==> src/rtl/decode_stage_if.sv <==
// Handshake and bundle signals between fetch, the decode stage and issue.
interface decode_stage_if #(
   parameter int XLEN  = 32,
   parameter int CNT_W = 32
);
   logic             in_valid;
   logic             in_ready;
   logic [31:0]      in_instr;
   logic [XLEN-1:0]  in_pc;
   logic             flush;
   logic             out_valid;
   logic             out_ready;
   logic [XLEN-1:0]  out_pc;
   logic [4:0]       out_rs1;
   logic [4:0]       out_rs2;
   logic [4:0]       out_rd;
   logic [31:0]      out_imm;
   logic [2:0]       out_fmt;
   logic [5:0]       out_op;
   logic             out_use_rs1;
   logic             out_use_rs2;
   logic             out_wr_rd;
   logic             out_illegal;
   logic [CNT_W-1:0] decoded_cnt;
   logic [CNT_W-1:0] illegal_cnt;

   // Fetch/issue side view
   modport master (
      output in_valid, in_instr, in_pc, flush, out_ready,
      input  in_ready, out_valid, out_pc, out_rs1, out_rs2, out_rd, out_imm,
             out_fmt, out_op, out_use_rs1, out_use_rs2, out_wr_rd, out_illegal,
             decoded_cnt, illegal_cnt
   );

   // Decode stage view
   modport slave (
      input  in_valid, in_instr, in_pc, flush, out_ready,
      output in_ready, out_valid, out_pc, out_rs1, out_rs2, out_rd, out_imm,
             out_fmt, out_op, out_use_rs1, out_use_rs2, out_wr_rd, out_illegal,
             decoded_cnt, illegal_cnt
   );
endinterface

==> src/rtl/decode_stage.sv <==
// RV32I(+M) decode stage: combinational decode into a 2-entry (main + skid)
// output buffer, registered ready, flush on redirect, handoff statistics.
module decode_stage #(
   parameter int XLEN     = 32,
   parameter bit ENABLE_M = 1'b1,
   parameter int CNT_W    = 32
) (
   input logic           clk,
   input logic           rstn,
   decode_stage_if.slave bus
);
   localparam logic [2:0] FMT_R   = 3'd0;
   localparam logic [2:0] FMT_I   = 3'd1;
   localparam logic [2:0] FMT_S   = 3'd2;
   localparam logic [2:0] FMT_B   = 3'd3;
   localparam logic [2:0] FMT_U   = 3'd4;
   localparam logic [2:0] FMT_J   = 3'd5;
   localparam logic [2:0] FMT_ILL = 3'd7;

   typedef struct packed {
      logic [XLEN-1:0] pc;
      logic [4:0]      rs1;
      logic [4:0]      rs2;
      logic [4:0]      rd;
      logic [31:0]     imm;
      logic [2:0]      fmt;
      logic [5:0]      op;
      logic            use_rs1;
      logic            use_rs2;
      logic            wr_rd;
      logic            illegal;
   } bundle_t;

   logic [31:0] ins;
   logic [2:0]  f3;
   logic [6:0]  f7;
   logic [5:0]  op;
   logic [2:0]  fmt;
   bundle_t     dec, ent0, ent1;
   logic        v0, v1, rdy;
   logic        v0_n, v1_n;
   logic        push, pop;
   logic [CNT_W-1:0] dcnt, icnt;

   assign ins = bus.in_instr;
   assign f3  = ins[14:12];
   assign f7  = ins[31:25];

   // Classify opcode/funct3/funct7 into op index and format; anything unlisted is op 0
   always_comb begin
      op  = 6'd0;
      fmt = FMT_ILL;
      case (ins[6:0])
         7'b0110111: begin op = 6'd1; fmt = FMT_U; end
         7'b0010111: begin op = 6'd2; fmt = FMT_U; end
         7'b1101111: begin op = 6'd3; fmt = FMT_J; end
         7'b1100111: begin fmt = FMT_I; op = (f3 == 3'd0) ? 6'd4 : 6'd0; end
         7'b1100011: begin
            fmt = FMT_B;
            case (f3)
               3'd0:    op = 6'd5;
               3'd1:    op = 6'd6;
               3'd4:    op = 6'd7;
               3'd5:    op = 6'd8;
               3'd6:    op = 6'd9;
               3'd7:    op = 6'd10;
               default: op = 6'd0;
            endcase
         end
         7'b0000011: begin
            fmt = FMT_I;
            case (f3)
               3'd0:    op = 6'd11;
               3'd1:    op = 6'd12;
               3'd2:    op = 6'd13;
               3'd4:    op = 6'd14;
               3'd5:    op = 6'd15;
               default: op = 6'd0;
            endcase
         end
         7'b0100011: begin
            fmt = FMT_S;
            case (f3)
               3'd0:    op = 6'd16;
               3'd1:    op = 6'd17;
               3'd2:    op = 6'd18;
               default: op = 6'd0;
            endcase
         end
         7'b0010011: begin
            fmt = FMT_I;
            case (f3)
               3'd0: op = 6'd19;
               3'd2: op = 6'd20;
               3'd3: op = 6'd21;
               3'd4: op = 6'd22;
               3'd6: op = 6'd23;
               3'd7: op = 6'd24;
               3'd1: op = (f7 == 7'b0000000) ? 6'd25 : 6'd0;
               3'd5: op = (f7 == 7'b0000000) ? 6'd26 :
                          (f7 == 7'b0100000) ? 6'd27 : 6'd0;
               default: op = 6'd0;
            endcase
         end
         7'b0110011: begin
            fmt = FMT_R;
            if (f7 == 7'b0000000) begin
               case (f3)
                  3'd0:    op = 6'd28;
                  3'd1:    op = 6'd30;
                  3'd2:    op = 6'd31;
                  3'd3:    op = 6'd32;
                  3'd4:    op = 6'd33;
                  3'd5:    op = 6'd34;
                  3'd6:    op = 6'd36;
                  default: op = 6'd37;
               endcase
            end else if (f7 == 7'b0100000) begin
               op = (f3 == 3'd0) ? 6'd29 : (f3 == 3'd5) ? 6'd35 : 6'd0;
            end else if (f7 == 7'b0000001 && ENABLE_M) begin
               op = 6'd38 + {3'd0, f3};
            end
         end
         default: op = 6'd0;
      endcase
      if (op == 6'd0) fmt = FMT_ILL;
   end

   // Build the bundle: operand fields and immediate follow the format
   always_comb begin
      dec         = '0;
      dec.pc      = bus.in_pc;
      dec.op      = op;
      dec.fmt     = fmt;
      dec.illegal = (op == 6'd0);
      case (fmt)
         FMT_R: begin
            dec.rs1 = ins[19:15]; dec.rs2 = ins[24:20]; dec.rd = ins[11:7];
            dec.use_rs1 = 1'b1; dec.use_rs2 = 1'b1;
         end
         FMT_I: begin
            dec.rs1 = ins[19:15]; dec.rd = ins[11:7]; dec.use_rs1 = 1'b1;
            // shift-immediates carry only the 5-bit shamt
            if (op >= 6'd25 && op <= 6'd27) dec.imm = {27'b0, ins[24:20]};
            else                            dec.imm = {{20{ins[31]}}, ins[31:20]};
         end
         FMT_S: begin
            dec.rs1 = ins[19:15]; dec.rs2 = ins[24:20];
            dec.use_rs1 = 1'b1; dec.use_rs2 = 1'b1;
            dec.imm = {{20{ins[31]}}, ins[31:25], ins[11:7]};
         end
         FMT_B: begin
            dec.rs1 = ins[19:15]; dec.rs2 = ins[24:20];
            dec.use_rs1 = 1'b1; dec.use_rs2 = 1'b1;
            dec.imm = {{19{ins[31]}}, ins[31], ins[7], ins[30:25], ins[11:8], 1'b0};
         end
         FMT_U: begin
            dec.rd  = ins[11:7];
            dec.imm = {ins[31:12], 12'b0};
         end
         FMT_J: begin
            dec.rd  = ins[11:7];
            dec.imm = {{11{ins[31]}}, ins[31], ins[19:12], ins[20], ins[30:21], 1'b0};
         end
         default: ;
      endcase
      dec.wr_rd = (fmt == FMT_R || fmt == FMT_I || fmt == FMT_U || fmt == FMT_J) &&
                  (dec.rd != 5'd0);
   end

   assign push = bus.in_valid & rdy;
   assign pop  = v0 & bus.out_ready;

   // Next occupancy: flush empties both, accept+handoff keeps occupancy
   always_comb begin
      v0_n = v0;
      v1_n = v1;
      if (bus.flush) begin
         v0_n = 1'b0;
         v1_n = 1'b0;
      end else if (pop && !push) begin
         if (v1) v1_n = 1'b0;
         else    v0_n = 1'b0;
      end else if (push && !pop) begin
         if (v0) v1_n = 1'b1;
         else    v0_n = 1'b1;
      end
   end

   // Buffer registers; ready mirrors next-cycle skid emptiness so it never
   // depends combinationally on out_ready
   always_ff @(posedge clk) begin
      if (!rstn) begin
         v0   <= 1'b0;
         v1   <= 1'b0;
         rdy  <= 1'b0;
         ent0 <= '0;
         ent1 <= '0;
      end else begin
         v0  <= v0_n;
         v1  <= v1_n;
         rdy <= ~v1_n;
         if (!bus.flush) begin
            if (pop && push)      ent0 <= dec;
            else if (pop && v1)   ent0 <= ent1;
            else if (push && !v0) ent0 <= dec;
            else if (push)        ent1 <= dec;
         end
      end
   end

   // Handoff statistics, including a handoff in a flush cycle
   always_ff @(posedge clk) begin
      if (!rstn) begin
         dcnt <= '0;
         icnt <= '0;
      end else if (pop) begin
         dcnt <= dcnt + 1'b1;
         if (ent0.illegal) icnt <= icnt + 1'b1;
      end
   end

   assign bus.in_ready    = rdy;
   assign bus.out_valid   = v0;
   assign bus.out_pc      = ent0.pc;
   assign bus.out_rs1     = ent0.rs1;
   assign bus.out_rs2     = ent0.rs2;
   assign bus.out_rd      = ent0.rd;
   assign bus.out_imm     = ent0.imm;
   assign bus.out_fmt     = ent0.fmt;
   assign bus.out_op      = ent0.op;
   assign bus.out_use_rs1 = ent0.use_rs1;
   assign bus.out_use_rs2 = ent0.use_rs2;
   assign bus.out_wr_rd   = ent0.wr_rd;
   assign bus.out_illegal = ent0.illegal;
   assign bus.decoded_cnt = dcnt;
   assign bus.illegal_cnt = icnt;
endmodule
==> src/flat_wrapper.sv <==
// flat-port wrapper written by rule: the top's interface ports become plain ports
module decode_stage_flat 
#(
   parameter int XLEN     = 32,
   parameter bit ENABLE_M = 1'b1,
   parameter int CNT_W    = 32
)
  (clk, rstn, bus_in_valid, bus_in_instr, bus_in_pc, bus_flush, bus_out_ready, bus_in_ready, bus_out_valid, bus_out_pc, bus_out_rs1, bus_out_rs2, bus_out_rd, bus_out_imm, bus_out_fmt, bus_out_op, bus_out_use_rs1, bus_out_use_rs2, bus_out_wr_rd, bus_out_illegal, bus_decoded_cnt, bus_illegal_cnt);
  decode_stage_if #(.XLEN(XLEN), .CNT_W(CNT_W)) bus_i ();
  input logic clk;
  input logic rstn;
  input wire logic [$bits(bus_i.in_valid)-1:0] bus_in_valid;
  input wire logic [$bits(bus_i.in_instr)-1:0] bus_in_instr;
  input wire logic [$bits(bus_i.in_pc)-1:0] bus_in_pc;
  input wire logic [$bits(bus_i.flush)-1:0] bus_flush;
  input wire logic [$bits(bus_i.out_ready)-1:0] bus_out_ready;
  output wire logic [$bits(bus_i.in_ready)-1:0] bus_in_ready;
  output wire logic [$bits(bus_i.out_valid)-1:0] bus_out_valid;
  output wire logic [$bits(bus_i.out_pc)-1:0] bus_out_pc;
  output wire logic [$bits(bus_i.out_rs1)-1:0] bus_out_rs1;
  output wire logic [$bits(bus_i.out_rs2)-1:0] bus_out_rs2;
  output wire logic [$bits(bus_i.out_rd)-1:0] bus_out_rd;
  output wire logic [$bits(bus_i.out_imm)-1:0] bus_out_imm;
  output wire logic [$bits(bus_i.out_fmt)-1:0] bus_out_fmt;
  output wire logic [$bits(bus_i.out_op)-1:0] bus_out_op;
  output wire logic [$bits(bus_i.out_use_rs1)-1:0] bus_out_use_rs1;
  output wire logic [$bits(bus_i.out_use_rs2)-1:0] bus_out_use_rs2;
  output wire logic [$bits(bus_i.out_wr_rd)-1:0] bus_out_wr_rd;
  output wire logic [$bits(bus_i.out_illegal)-1:0] bus_out_illegal;
  output wire logic [$bits(bus_i.decoded_cnt)-1:0] bus_decoded_cnt;
  output wire logic [$bits(bus_i.illegal_cnt)-1:0] bus_illegal_cnt;
  assign bus_i.in_valid = bus_in_valid;
  assign bus_i.in_instr = bus_in_instr;
  assign bus_i.in_pc = bus_in_pc;
  assign bus_i.flush = bus_flush;
  assign bus_i.out_ready = bus_out_ready;
  assign bus_in_ready = bus_i.in_ready;
  assign bus_out_valid = bus_i.out_valid;
  assign bus_out_pc = bus_i.out_pc;
  assign bus_out_rs1 = bus_i.out_rs1;
  assign bus_out_rs2 = bus_i.out_rs2;
  assign bus_out_rd = bus_i.out_rd;
  assign bus_out_imm = bus_i.out_imm;
  assign bus_out_fmt = bus_i.out_fmt;
  assign bus_out_op = bus_i.out_op;
  assign bus_out_use_rs1 = bus_i.out_use_rs1;
  assign bus_out_use_rs2 = bus_i.out_use_rs2;
  assign bus_out_wr_rd = bus_i.out_wr_rd;
  assign bus_out_illegal = bus_i.out_illegal;
  assign bus_decoded_cnt = bus_i.decoded_cnt;
  assign bus_illegal_cnt = bus_i.illegal_cnt;
  decode_stage #(.XLEN(XLEN), .ENABLE_M(ENABLE_M), .CNT_W(CNT_W)) u_core (.clk(clk), .rstn(rstn), .bus(bus_i));
endmodule
==> config.mk <==
export PLATFORM = sky130hd
export DESIGN_NAME = decode_stage_flat
export DESIGN_NICKNAME = d
export VERILOG_FILES = /design/src/rtl/decode_stage_if.sv /design/src/rtl/decode_stage.sv /design/src/flat_wrapper.sv
export SDC_FILE = /design/constraint.sdc
export NUM_CORES = 1
export LEC_CHECK = 0
export CORE_MARGIN = 5
export CORE_UTILIZATION = 57
export CTS_BUF_LIST = sky130_fd_sc_hd__clkbuf_8
export DETAILED_ROUTE_END_ITERATION = 8
export PLACE_DENSITY_LB_ADDON = 0.05
export SKIP_LAST_GASP = 1
export SLEW_MARGIN = 10
export SYNTH_ARGS = -nofsm -noshare
export SYNTH_HDL_FRONTEND = slang
export SYNTH_SLANG_ARGS = --single-unit
==> constraint.sdc <==
create_clock -name clk -period 8.43 [get_ports clk]
set_clock_uncertainty 0.2 [all_clocks]
set_input_delay 2.529 -clock clk [delete_from_list [all_inputs] [get_ports clk]]
set_output_delay 2.529 -clock clk [all_outputs]
set_load 0.02 [all_outputs]
After elaboration in Yosys (flattened, before gate mapping)
Index checks and enable logic that the tools add are counted.
Cells by class
  add/sub/neg operators: 3
  $lt $le $gt $ge: 2
  eq/ne operators: 24
  multiplexer cells: 34
  bitwise logic cells: 8
  reductions and logical operators: 30
Operators by type and width (count)
  92-bit 2-to-1 mux: 3
  32-bit case mux with 5 select lines: 1
  32-bit by 1-bit adder with 32-bit output, second input constant: 2
  6-bit case mux with 9 select lines: 1
  6-bit case mux with 8 select lines: 1
  6-bit case mux with 7 select lines: 1
  6-bit 2-to-1 mux: 6
  32-bit 2-to-1 mux: 1
  7-bit by 6-bit equality test with 1-bit output, second input constant: 4
  5-bit 2-to-1 mux: 5
  4-bit case mux with 6 select lines: 1
  7-bit equality test, second input constant: 3
  4-bit case mux with 5 select lines: 1
  3-bit equality test, second input constant: 6
  3-bit case mux with 6 select lines: 1
  5-bit case mux with 3 select lines: 1
  7-bit by 5-bit equality test with 1-bit output, second input constant: 2
  3-bit by 2-bit equality test with 1-bit output, second input constant: 4
  1-bit 2-to-1 mux: 9
  4-bit OR reduction: 2
  7-bit by 1-bit equality test with 1-bit output, second input constant: 1
  7-bit by 2-bit equality test with 1-bit output, second input constant: 1
  1-bit logical AND: 7
  7-bit logical NOT: 1
  19 further kinds: 36
Storage, ports and cells
  bits in registers: 251
  output and inout bits: 158
  logic and storage cells: 128

Logic depth before layout (Yosys ltp)
Gate-level depths: netlist of the first run.
  depth in word-level cells: 16
  depth in mapped cells: 12
  gate-level depth less buffers: 10

Worst setup path after synthesis of the first run
Ideal clock, no wire load.
  path kind: input to register
  start: input bus_in_instr[3]
  end: register u_core.ent1[19] (netlist name)
  setup time: 0.117 ns
  arrival: 4.587 ns
  path slack: 3.526 ns
  stages on the path: 9
  cell sequence: buf_2 nand4bb_4 or4_4 nor2_1 a221oi_1 o311a_1 a2111oi_1 nor2_1 a32o_1
On the way
  cells in the longest elaborated chain, start to end: 6
  elaborated cells on any way between the ends: 25
Ends and longest elaborated chain
  start, declared: line flat_wrapper.sv:13  | input wire logic [$bits(bus_i.in_instr)-1:0] bus_in_instr;
  7-bit by 6-bit equality test with 1-bit output (tied with other cells): line decode_stage.sv:53  | case (ins[6:0])
  6-bit case mux with 9 select lines (tied with other cells): line decode_stage.sv:53
  6-bit by 5-bit >= comparator with 1-bit output (tied with other cells): line decode_stage.sv:144  | if (op >= 6'd25 && op <= 6'd27) dec.imm = {27'b0, ins[24:20]};
  1-bit logical AND / 3-bit 2-to-1 mux (equally long branches): line decode_stage.sv:144, decode_stage.sv:126
  32-bit 2-to-1 mux (tied with other cells): line decode_stage.sv:144
  32-bit case mux with 5 select lines *: line decode_stage.sv:136  | case (fmt)
  end signal, assigned: line decode_stage.sv:198  | ent1 <= '0;
  end signal, assigned: line decode_stage.sv:207  | else if (push) ent1 <= dec;
  end, declared: line decode_stage.sv:39  | bundle_t dec, ent0, ent1;
Mark *: on every way between the ends. The rest lies on a longest branch, timed or not.
A chain may end at the register's enable or synchronous reset.

Final worst setup path of the first run
  start: input bus_in_instr[31]
  end: register u_core.ent1[32] (netlist name)
On the way
  cells in the longest elaborated chain, start to end: 9
  elaborated cells on any way between the ends: 23
Ends and longest elaborated chain (line)
  7-bit by 6-bit equality test with 1-bit output / 7-bit by 1-bit equality test with 1-bit output (equally long branches): decode_stage.sv:101, decode_stage.sv:118, decode_stage.sv:120
  5-bit 2-to-1 mux / 6-bit 2-to-1 mux (equally long branches): decode_stage.sv:101, decode_stage.sv:120
  6-bit 2-to-1 mux, on equally long branches: decode_stage.sv:100, decode_stage.sv:118
  6-bit case mux with 8 select lines / 6-bit 2-to-1 mux (equally long branches): decode_stage.sv:92, decode_stage.sv:107
  6-bit case mux with 9 select lines: decode_stage.sv:53
  6-bit by 5-bit >= comparator with 1-bit output (tied with other cells): decode_stage.sv:144
  1-bit logical AND / 3-bit 2-to-1 mux (equally long branches): decode_stage.sv:144, decode_stage.sv:126
  32-bit 2-to-1 mux (tied with other cells): decode_stage.sv:144
  32-bit case mux with 5 select lines *: decode_stage.sv:136
Marks and branches as above.

==> impl_results.rst, run 1 <==
.. list-table::
   :header-rows: 1

   * - Metric
     - Value
   * - Cell Pwr Density
     - 176 mW/mm^2
   * - Wirelength, routed
     - 32,100 um
   * - CTS tree
     - yes
   * - Row count
     - 51
   * - Syn avg cell area
     - 8.02 um^2
   * - Area added between synthesis and finish
     - 28.1%
   * - Buffering stage count on the worst path with inverters included
     - 1
   * - Unrepaired setup endpoints after global routing
     - no
   * - Met1 demand-to-capacity share in global routing
     - 36.8%
   * - Area of the die
     - 0.0223 mm^2
   * - Most frequent cells in the layout
     - dfxtp_1, nand2_1, clkdlybuf4s50_1
   * - Number of nets in the layout
     - 1,628
   * - Critical path cell sequence
     - clkdlybuf4s50_1 -> or3_4 -> nor4_4 -> o311ai_1 -> nand4_1 -> nor3_2 -> a31oi_2 -> a21oi_2 -> a21oi_1
   * - Final Max Slew Viols
     - 0
   * - Share of synthesized area occupied by flip-flops and latches
     - 45.4%
   * - Pin count of the biggest net entering global routing
     - 90
   * - Fraction of layout instances using a drive strength above 1
     - 6.08%
   * - Total I/O pin count
     - 227
   * - Half-perimeter wire length after placement
     - 20,700 um
   * - Pre-CTS setup slack
     - 1950 ps
   * - Antenna-violating nets left
     - 0
   * - Share of the cycle needed by the critical path after routing
     - 72.3%
   * - Max-cap check violation count
     - 0
   * - Critical path's slowest cell
     - a31oi_2
   * - Width of the die
     - 149 um
   * - Result of the run
     - complete, no violations
   * - Static power due to leakage
     - 0.00492 uW
   * - Fin. Hold Viols
     - 0
   * - Total iterations of the first detailed-routing run
     - 5
   * - Worst Setup End Kind
     - flop
   * - Category of the critical setup timing path
     - input pin to flop
   * - GR Layer Usage met3
     - 6.53%
   * - Post-Syn Nets
     - 1,456
   * - Count of buffers added by post-CTS timing repair for setup
     - 0
   * - R2R Setup Slk
     - 5370 ps
   * - R2R depth
     - 8
   * - Count of state elements after synthesis
     - 251
   * - Critical path's top delay family
     - compound AO/OA/AOI/OAI gates
   * - Critical Path AT
     - 6380 ps
   * - Max stage delay on crit path
     - 990 ps
   * - Measured slew at the worst slew-check pin
     - 1230 ps
   * - Start point of the worst min-delay path
     - u_core.ent1[48]$_SDFFE_PN0P_
   * - Htree depth
     - 2
   * - Effective utilization at floorplan
     - 57.5%
   * - Layout Utilization
     - 73.6%
   * - Routed via count divided by cell count
     - 5.89
   * - Overall global routing resource usage
     - 27.9%
   * - Total via count after detailed routing
     - 10,860
   * - Most common cell after layout, fill and taps aside
     - dfxtp_1
   * - Gr busiest metal
     - met2
   * - Hold-fix buffers at CTS
     - 0
   * - DIE HEIGHT
     - 149 um
   * - Required time at the worst-slack endpoint
     - 8710 ps
   * - Library cell with the largest summed area after synthesis
     - dfxtp_1
   * - Wire length of the first global-routing pass
     - 51,300 um
   * - Crit-path max FO
     - 21
   * - IR Drop Worst-Case VDD
     - 134 uV
   * - Class of the tightest hold or removal check
     - flop to flop
   * - Final number of setup-violating endpoints
     - 0
   * - Share of flip-flops with an asynchronous set or reset after synthesis
     - 0%
   * - Grt total ovfl
     - 0
   * - Max Clk Rate
     - 164 MHz
   * - Total standard cell area after synthesis
     - 0.0111 mm^2
   * - Max-slew headroom
     - 17.9%
   * - Gp weighted congestion
     - 0.927
   * - Top area cells in the synthesized netlist
     - dfxtp_1, nand2_1, a21oi_1
   * - Worst reg2reg path endpoint
     - u_core.bus.decoded_cnt[31]$_SDFFE_PN0P_
   * - Accumulated negative setup slack
     - 0 ps
   * - Number of global-route vias before repair
     - 10,096
   * - CTS-repair resized insts
     - 0
   * - Main synth FF type
     - dfxtp_1
   * - Number of library cell types mapped by synthesis
     - 71
   * - Cts bufs inserted
     - 41
   * - Synth warnings
     - 0
   * - Worst setup slack after layout
     - 2330 ps
   * - Clk pin slew, worst setup/hold paths
     - 60 ps
   * - Core Area
     - 0.0193 mm^2
   * - Number of enable flip-flop cells after synthesis
     - 0
   * - Number of buffers inserted by port buffering
     - 226
   * - Max Buffers Root-to-Sink
     - 3
   * - GRT met2 Usage
     - 44.7%
   * - Launch point of the critical path
     - bus_in_instr[31]
   * - Top-area cell type share of the netlist area
     - 45.4%
   * - Setup crit start kind
     - input pin
   * - Post-detailed-route DRC marker count
     - 0
   * - Initial antenna violation count
     - 0
   * - Root buffer selected by CTS
     - clkbuf_8
   * - Hold path cells
     - 2
   * - Beginning of the worst register-to-register path
     - u_core.bus.out_valid$_SDFFE_PP0P_
   * - Cell count after synthesis
     - 1,381
   * - Clock sink total
     - 251
   * - Average wire per cell in the routed design
     - 17.4 um
   * - Insertion delay of the later-clocked pin in the worst-skew pair
     - 550 ps
   * - Antenna diode count
     - 0
   * - First-iteration detailed-routing DRC count
     - 728
   * - Minimum clock period after layout
     - 6100 ps
   * - Hold EP
     - u_core.ent1[48]$_SDFFE_PN0P_
worst register-to-register path, cell delays in order (launching register included):
cell and delay [ps]:
dfxtp_1 530, and2_1 360, nand4_1 350, nor2_1 230, nand4_1 230, or3_1 490, nor3_1 310, xnor2_1 170
nor2_1 50
metal layers:
metal | wire length [um] | vias up
li1 | - | 5233
met1 | 13300 | 5106
met2 | 15200 | 439
met3 | 2610 | 82
met4 | 1050 | 0
met5 | 0 | -
cell type report:
class,count,area (um^2)
Sequential cell,251,5020
Multi-Input combinational cell,1012,5620
Clock buffer,55,757
Fill cell,1514,5090
Timing Repair Buffer,236,2330
Clock inverter,15,76.3
Tap cell,265,332
Inverter,11,43.8
flip-flops by register name (all words and copies together), names as in the netlist:
signal                  cells
u_core.bus.out_wr_rd        1
u_core.bus.illegal_cnt     32
u_core.bus.out_op           6
u_core.bus.out_imm         32
u_core.bus.decoded_cnt     32
u_core.bus.out_use_rs2      1
u_core.bus.out_valid        1
u_core.bus.in_ready         1
u_core.bus.out_rs2          5
u_core.bus.out_pc          32
u_core.ent1                92
u_core.bus.out_fmt          3
u_core.bus.out_rs1          5
u_core.bus.out_illegal      1
u_core.v1                   1
u_core.bus.out_rd           5
u_core.bus.out_use_rs1      1
metrics by stage:
stage / total power, uW / cells / hold slack [ps] / instance area [um^2]
2_1_floorplan: 1350 / 1381 / 225 / 11100
3_3_place_gp: 1460 / 1775 / 235 / 13400
3_5_place_dp: 1460 / 1775 / 244 / 13400
4_1_cts: 2510 / 1845 / 252 / 14200
5_1_grt: 2590 / 1845 / 265 / 14200
6_report: 2500 / 1845 / 251 / 14200
worst max path at each step:
stage                                               to  depth (start not counted)
final                     u_core.ent1[32]$_SDFFE_PN0P_                          9
after global routing      u_core.ent1[32]$_SDFFE_PN0P_                          9
after CTS                 u_core.ent1[32]$_SDFFE_PN0P_                          9
after detailed placement  u_core.ent1[32]$_SDFFE_PN0P_                          9
after global placement    u_core.ent1[32]$_SDFFE_PN0P_                          9
after floorplan           u_core.ent1[19]$_SDFFE_PN0P_                          9
synth_stat cells (8+ instances only):
cell	instances
dfxtp_1	251
nand2_1	232
a21oi_1	152
nor2_1	141
o21ai_0	98
clkbuf_1	83
nand3_1	40
nand4_1	36
a311oi_1	32
or3_1	29
a31oi_1	28
xor2_1	28
xnor2_1	21
nor3_1	15
buf_2	14
and2_1	13
inv_1	11
o221ai_1	11
a211oi_1	10
and3_1	10
nor2b_1	9
buf_1	8
power breakdown:
group | internal [uW] | switching [uW] | leakage (uW) | total, uW
Sequential | 1210 | 12.8 | 0.00203 | 1220
Combinational | 90.5 | 126 | 0.00243 | 217
Clock | 582 | 479 | 0.000459 | 1060
Total | 1880 | 618 | 0.00492 | 2500
cells by family after synthesis:
family,share of synthesized area [%]
XOR/XNOR,3.88
multiplexers,0.452
buffers and inverters,4.26
adder cells (fa/ha/maj),0.678
flip-flops,45.4
AND/OR/NAND/NOR,23.6
AO/OA/AOI/OAI,21.7
No activity file was read; power rests on OpenSTA's default activity.
==> inputs of run 2 (changes only) <==
--- a/config.mk
+++ b/config.mk
@@ -6,7 +6,7 @@
 export NUM_CORES = 1
 export LEC_CHECK = 0
 export CORE_MARGIN = 5
-export CORE_UTILIZATION = 57
+export CORE_UTILIZATION = 53
 export CTS_BUF_LIST = sky130_fd_sc_hd__clkbuf_8
 export DETAILED_ROUTE_END_ITERATION = 8
 export PLACE_DENSITY_LB_ADDON = 0.05
==> constraint.sdc (replaced) <==
create_clock -name clk -period 6.2 [get_ports clk]
set_clock_uncertainty 0.2 [all_clocks]
set_input_delay 1.86 -clock clk [delete_from_list [all_inputs] [get_ports clk]]
set_output_delay 1.86 -clock clk [all_outputs]
set_load 0.02 [all_outputs]
==> run 2 against run 1 <==
  * First-iteration DRC count rose by 5.4%
  * Total power up 35%
  * Count of clock-buffer cells in the layout decreased by 5
  * Combinational power increased by 39%
  * Final area grew 0.71%
  * Non-clock buffer count increased by 14
  * Utilization down 3.7 points
  * Clock power increased by 34%
  * Routed wire length rose by 1.6%
  * Die area grew 7.0%
  * Sequential cell count stayed put
==> impl_results.rst, run 2 (same netlist as run 1, synthesis figures left out) <==
.. list-table::
   :header-rows: 1

   * - Metric
     - Value
   * - Result of the run
     - complete, no violations
   * - Total via count after detailed routing
     - 10,862
   * - Area of the die
     - 0.0239 mm^2
   * - Initial antenna violation count
     - 0
   * - Average wire per cell in the routed design
     - 17.5 um
   * - Critical Path AT
     - 5020 ps
   * - Cts bufs inserted
     - 42
   * - Category of the critical setup timing path
     - input pin to flop
   * - Wirelength, routed
     - 32,600 um
   * - Hold-fix buffers at CTS
     - 0
   * - Number of nets in the layout
     - 1,643
   * - Final Max Slew Viols
     - 0
   * - Met1 layer wirelength in the final routing
     - 14,200 um
   * - IR Drop Worst-Case VDD
     - 201 uV
   * - Share of the cycle needed by the critical path after routing
     - 77.8%
   * - Minimum clock period after layout
     - 4830 ps
   * - Wire length of the first global-routing pass
     - 52,400 um
   * - CTS tree
     - yes
   * - Max Clk Rate
     - 207 MHz
   * - Antenna-violating nets left
     - 0
   * - Top reg by flops
     - u_core.ent1
   * - Number of buffers inserted by port buffering
     - 226
   * - Core Area
     - 0.0204 mm^2
   * - Half-perimeter wire length after placement
     - 21,500 um
   * - Cell Pwr Density
     - 237 mW/mm^2
   * - Count of buffers added by post-CTS timing repair for setup
     - 0
   * - Grt total ovfl
     - 0
   * - Met2 routed wirelength
     - 15,000 um
   * - Accumulated negative setup slack
     - 0 ps
   * - Highest layer used for signal routing
     - met4
   * - Max-cap check violation count
     - 0
   * - Most common cell after layout, fill and taps aside
     - dfxtp_1
   * - CTS-repair resized insts
     - 0
   * - Width of the die
     - 155 um
   * - Crit-path max FO
     - 22
   * - Effective utilization at floorplan
     - 54.2%
   * - Fraction of layout instances using a drive strength above 1
     - 6.83%
   * - Max Buffers Root-to-Sink
     - 3
   * - Insertion delay of the later-clocked pin in the worst-skew pair
     - 540 ps
   * - Clock sink total
     - 251
   * - Area added between synthesis and finish
     - 29.0%
   * - Class of the tightest hold or removal check
     - flop to flop
   * - Measured slew at the worst slew-check pin
     - 1000 ps
   * - Post-detailed-route DRC marker count
     - 0
   * - Row count
     - 52
   * - Htree depth
     - 2
   * - Total I/O pin count
     - 227
   * - Most frequent cells in the layout
     - dfxtp_1, nand2_1, clkdlybuf4s50_1
   * - Final number of setup-violating endpoints
     - 0
   * - Antenna diode count
     - 0
   * - Routed via count divided by cell count
     - 5.82
   * - Total iterations of the first detailed-routing run
     - 5
   * - Gp weighted congestion
     - 0.877
   * - Required time at the worst-slack endpoint
     - 6390 ps
   * - Static power due to leakage
     - 0.00500 uW
   * - Fin. Hold Viols
     - 0
   * - Wire length on met3
     - 2340 um
   * - Pin count of the biggest net entering global routing
     - 94
   * - First-iteration detailed-routing DRC count
     - 767
   * - Max-slew headroom
     - 33.0%
   * - Root buffer selected by CTS
     - clkbuf_8
   * - Number of global-route vias before repair
     - 10,184
   * - DIE HEIGHT
     - 155 um
   * - Unrepaired setup endpoints after global routing
     - no
   * - Clk pin slew, worst setup/hold paths
     - 60 ps
   * - Overall global routing resource usage
     - 26.1%
   * - Setup crit start kind
     - input pin
   * - Worst Setup End Kind
     - flop
   * - Final Power
     - 3380 uW
   * - Flip-flop count of the largest register after layout
     - 92
==> run 2: cell types whose count changed in the layout (fill, tap and decap cells not counted), moves of 2 or more <==
cell,change
buf_4,+13
clkinvlp_4,-2
clkbuf_8,-5
inv_1,+2
clkinv_2,+5
==> run 2: critical path, stage by stage <==
cell	delay, ps
clkdlybuf4s50_1	830
nor2b_1	420
nor3_1	70
o21ai_0	150
a21oi_1	110
a2111oi_4	640
nand3_2	360
nand3_1	180
buf_4	260
a31oi_1	120
==> run 2: through the flow <==
step	util [%]	hold WS, ps	area (um^2)	cells	setup slack, ps
finish	69.9	252	14300	1865	1370
global route	69.9	268	14300	1865	1120
CTS	69.9	252	14300	1865	1450
detailed placement	66.0	244	13500	1794	882
global placement	66.0	234	13500	1794	876
floorplan	-	225	11100	1381	1960
==> run 2: cell type report <==
class	count	area [um^2]
Fill cell	1715	6140
Multi-Input combinational cell	1012	5620
Sequential cell	251	5020
Timing Repair Buffer	250	2450
Clock buffer	50	688
Tap cell	270	338
Clock inverter	21	121
Inverter	11	43.8
==> run 2: worst paths after layout <==
path	from	endpoint	slack (ps)	cells past startpoint
hold reg to reg	u_core.ent1[48]$_SDFFE_PN0P_	u_core.ent1[48]$_SDFFE_PN0P_	250	2
setup reg to reg	u_core.bus.out_valid$_SDFFE_PP0P_	u_core.bus.decoded_cnt[31]$_SDFFE_PN0P_	3200	8
setup / recovery	bus_in_instr[14]	u_core.bus.out_imm[24]$_SDFFE_PN0P_	1370	10
hold / removal	u_core.ent1[48]$_SDFFE_PN0P_	u_core.ent1[48]$_SDFFE_PN0P_	250	2
==> run 2: metal layers <==
layer	global-route usage, %	vias to the layer above
met5	0	-
met4	9.97	0
met3	5.53	79
met2	41.5	414
met1	34.9	5107
li1	-	5262
==> run 2: where the power goes <==
part	internal [uW]	switching (uW)
Combinational	126	174
Clock	772	652
Sequential	1640	17.4
==> inputs of run 3 (changes only) <==
==> constraint.sdc (replaced) <==
create_clock -name clk -period 4.7 [get_ports clk]
set_clock_uncertainty 0.2 [all_clocks]
set_input_delay 1.41 -clock clk [delete_from_list [all_inputs] [get_ports clk]]
set_output_delay 1.41 -clock clk [all_outputs]
set_load 0.02 [all_outputs]
==> run 3 against run 2 <==
  * Critical path depth is 1 lower
  * Sequential power is 32% higher
  * Worst setup slack worse by 680 ps
  * Combinational power is 37% higher
  * Total power is 29% higher
  * Register-to-register slack worse by 1400 ps
  * Non-clock buffer count is 35 higher
  * Count of clock-buffer cells in the layout is 5 lower
  * Die area stayed put
  * Via count is 0.65% higher
  * Worst hold slack hardly changed
  * Largest power group unchanged
==> impl_results.rst, run 3 (same netlist as run 1, synthesis figures left out) <==
.. list-table::
   :header-rows: 1

   * - Metric
     - Value
   * - CTS tree
     - yes
   * - Wire length of the first global-routing pass
     - 52,800 um
   * - Initial antenna violation count
     - 0
   * - Hold-fix buffers at CTS
     - 0
   * - Antenna diode count
     - 0
   * - Max-slew headroom
     - 32.7%
   * - Pin count of the biggest net entering global routing
     - 88
   * - Setup crit start kind
     - input pin
   * - Final Max Slew Viols
     - 0
   * - Core Area
     - 0.0204 mm^2
   * - Effective utilization at floorplan
     - 54.2%
   * - Most common cell after layout, fill and taps aside
     - dfxtp_1
   * - Overall global routing resource usage
     - 26.4%
   * - Accumulated negative setup slack
     - 0 ps
   * - Required time at the worst-slack endpoint
     - 4910 ps
   * - Routed via count divided by cell count
     - 5.76
   * - Fraction of layout instances using a drive strength above 1
     - 8.23%
   * - Measured slew at the worst slew-check pin
     - 1010 ps
   * - Most frequent cells in the layout
     - dfxtp_1, nand2_1, clkdlybuf4s50_1
   * - Half-perimeter wire length after placement
     - 22,600 um
   * - Max Clk Rate
     - 249 MHz
   * - Htree depth
     - 2
   * - Insertion delay of the later-clocked pin in the worst-skew pair
     - 530 ps
   * - DIE HEIGHT
     - 155 um
   * - Total I/O pin count
     - 227
   * - Area added between synthesis and finish
     - 31.2%
   * - Count of buffers added by post-CTS timing repair for setup
     - 0
   * - Number of global-route vias before repair
     - 10,353
   * - Average wire per cell in the routed design
     - 17.5 um
   * - Wirelength, routed
     - 33,200 um
   * - Antenna-violating nets left
     - 0
   * - Total iterations of the first detailed-routing run
     - 5
   * - Result of the run
     - complete, no violations
   * - Worst setup slack after layout
     - 691 ps
   * - Fin. Hold Viols
     - 0
   * - Category of the critical setup timing path
     - input pin to flop
   * - Crit-path max FO
     - 17
   * - Number of buffers inserted by port buffering
     - 226
   * - Max-cap check violation count
     - 0
   * - Final number of setup-violating endpoints
     - 0
   * - IR Drop Worst-Case VDD
     - 181 uV
   * - Flip-flop count of the largest register after layout
     - 92
   * - Clk pin slew, worst setup/hold paths
     - 60 ps
   * - Static power due to leakage
     - 0.00518 uW
   * - Total via count after detailed routing
     - 10,933
   * - Grt total ovfl
     - 0
   * - Clock sink total
     - 251
   * - Number of nets in the layout
     - 1,677
   * - Pre-CTS setup slack
     - 204 ps
   * - R2R Setup Slk
     - 1850 ps
   * - Unrepaired setup endpoints after global routing
     - no
   * - Class of the tightest hold or removal check
     - flop to flop
   * - First-iteration detailed-routing DRC count
     - 892
   * - Share of the cycle needed by the critical path after routing
     - 85.3%
   * - Max Buffers Root-to-Sink
     - 3
   * - Post-detailed-route DRC marker count
     - 0
   * - Top reg by flops
     - u_core.ent1
   * - Width of the die
     - 155 um
   * - Worst Setup End Kind
     - flop
   * - Critical Path AT
     - 4220 ps
   * - Gp weighted congestion
     - 0.867
   * - Area of the die
     - 0.0239 mm^2
   * - Cts bufs inserted
     - 41
   * - Cell Pwr Density
     - 301 mW/mm^2
   * - Row count
     - 52
   * - CTS-repair resized insts
     - 0
   * - Root buffer selected by CTS
     - clkbuf_8
   * - Minimum clock period after layout
     - 4010 ps
-- run 3: changes by cell type in the layout (fill, tap and decap cells not counted), sizes merged --
cell	change
clkinv	-4
clkbuf	-5
clkinvlp	-1
inv	+9
buf	+35
-- run 3: worst max-delay path: stages --
cell and delay [ps]:
clkdlybuf4s50_1 530, or3_4 480, o31ai_1 400, a21oi_1 180, a2111oi_4 290, buf_4 230
and3_4 310, nor3_1 100, a32o_1 290
-- run 3: final cells by class --
class	count	area, um^2
clock inverter	25	128
fill	1636	5910
tap	270	338
clock buffer	45	619
sequential	251	5020
multi-input combinational	1012	5620
inverter	11	43.8
timing repair buffer	285	2750
-- run 3: metal layers --
| metal | part of all wire (%) | wire length (um) | track usage (%) |
|---|---|---|---|
| met1 | 43 | 14300 | 35.2 |
| met2 | 47 | 15500 | 42.9 |
| met3 | 7.8 | 2590 | 5.25 |
| met4 | 2.8 | 927 | 9.08 |
| met5 | 0 | 0 | 0 |
-- run 3: worst paths after layout --
path	from	to	depth (start not counted)
max	bus_in_instr[29]	u_core.ent1[19]$_SDFFE_PN0P_	9
min	u_core.ent1[90]$_SDFFE_PN0P_	u_core.ent1[90]$_SDFFE_PN0P_	2
max reg2reg	u_core.bus.out_valid$_SDFFE_PP0P_	u_core.bus.illegal_cnt[31]$_SDFFE_PN0P_	7
min reg2reg	u_core.ent1[90]$_SDFFE_PN0P_	u_core.ent1[90]$_SDFFE_PN0P_	2
-- run 3: report_power, final --
part | leakage [uW] | switching, uW | internal (uW) | total [uW]
clock | 0.000462 | 840 | 929 | 1770
sequential | 0.00203 | 23.3 | 2170 | 2190
combinational | 0.00269 | 236 | 178 | 413
-- run 3: per-stage QoR --
stage / area (um^2) / power [uW] / util (%) / cells / hold WS [ps]
after global routing: 14500 / 4530 / 71.1 / 1899 / 265
after floorplan: 11100 / 2430 / - / 1381 / 225
after detailed placement: 13800 / 2640 / 67.4 / 1829 / 242
final: 14500 / 4370 / 71.1 / 1899 / 252
after CTS: 14500 / 4400 / 71.1 / 1899 / 253
after global placement: 13800 / 2640 / 67.4 / 1829 / 237
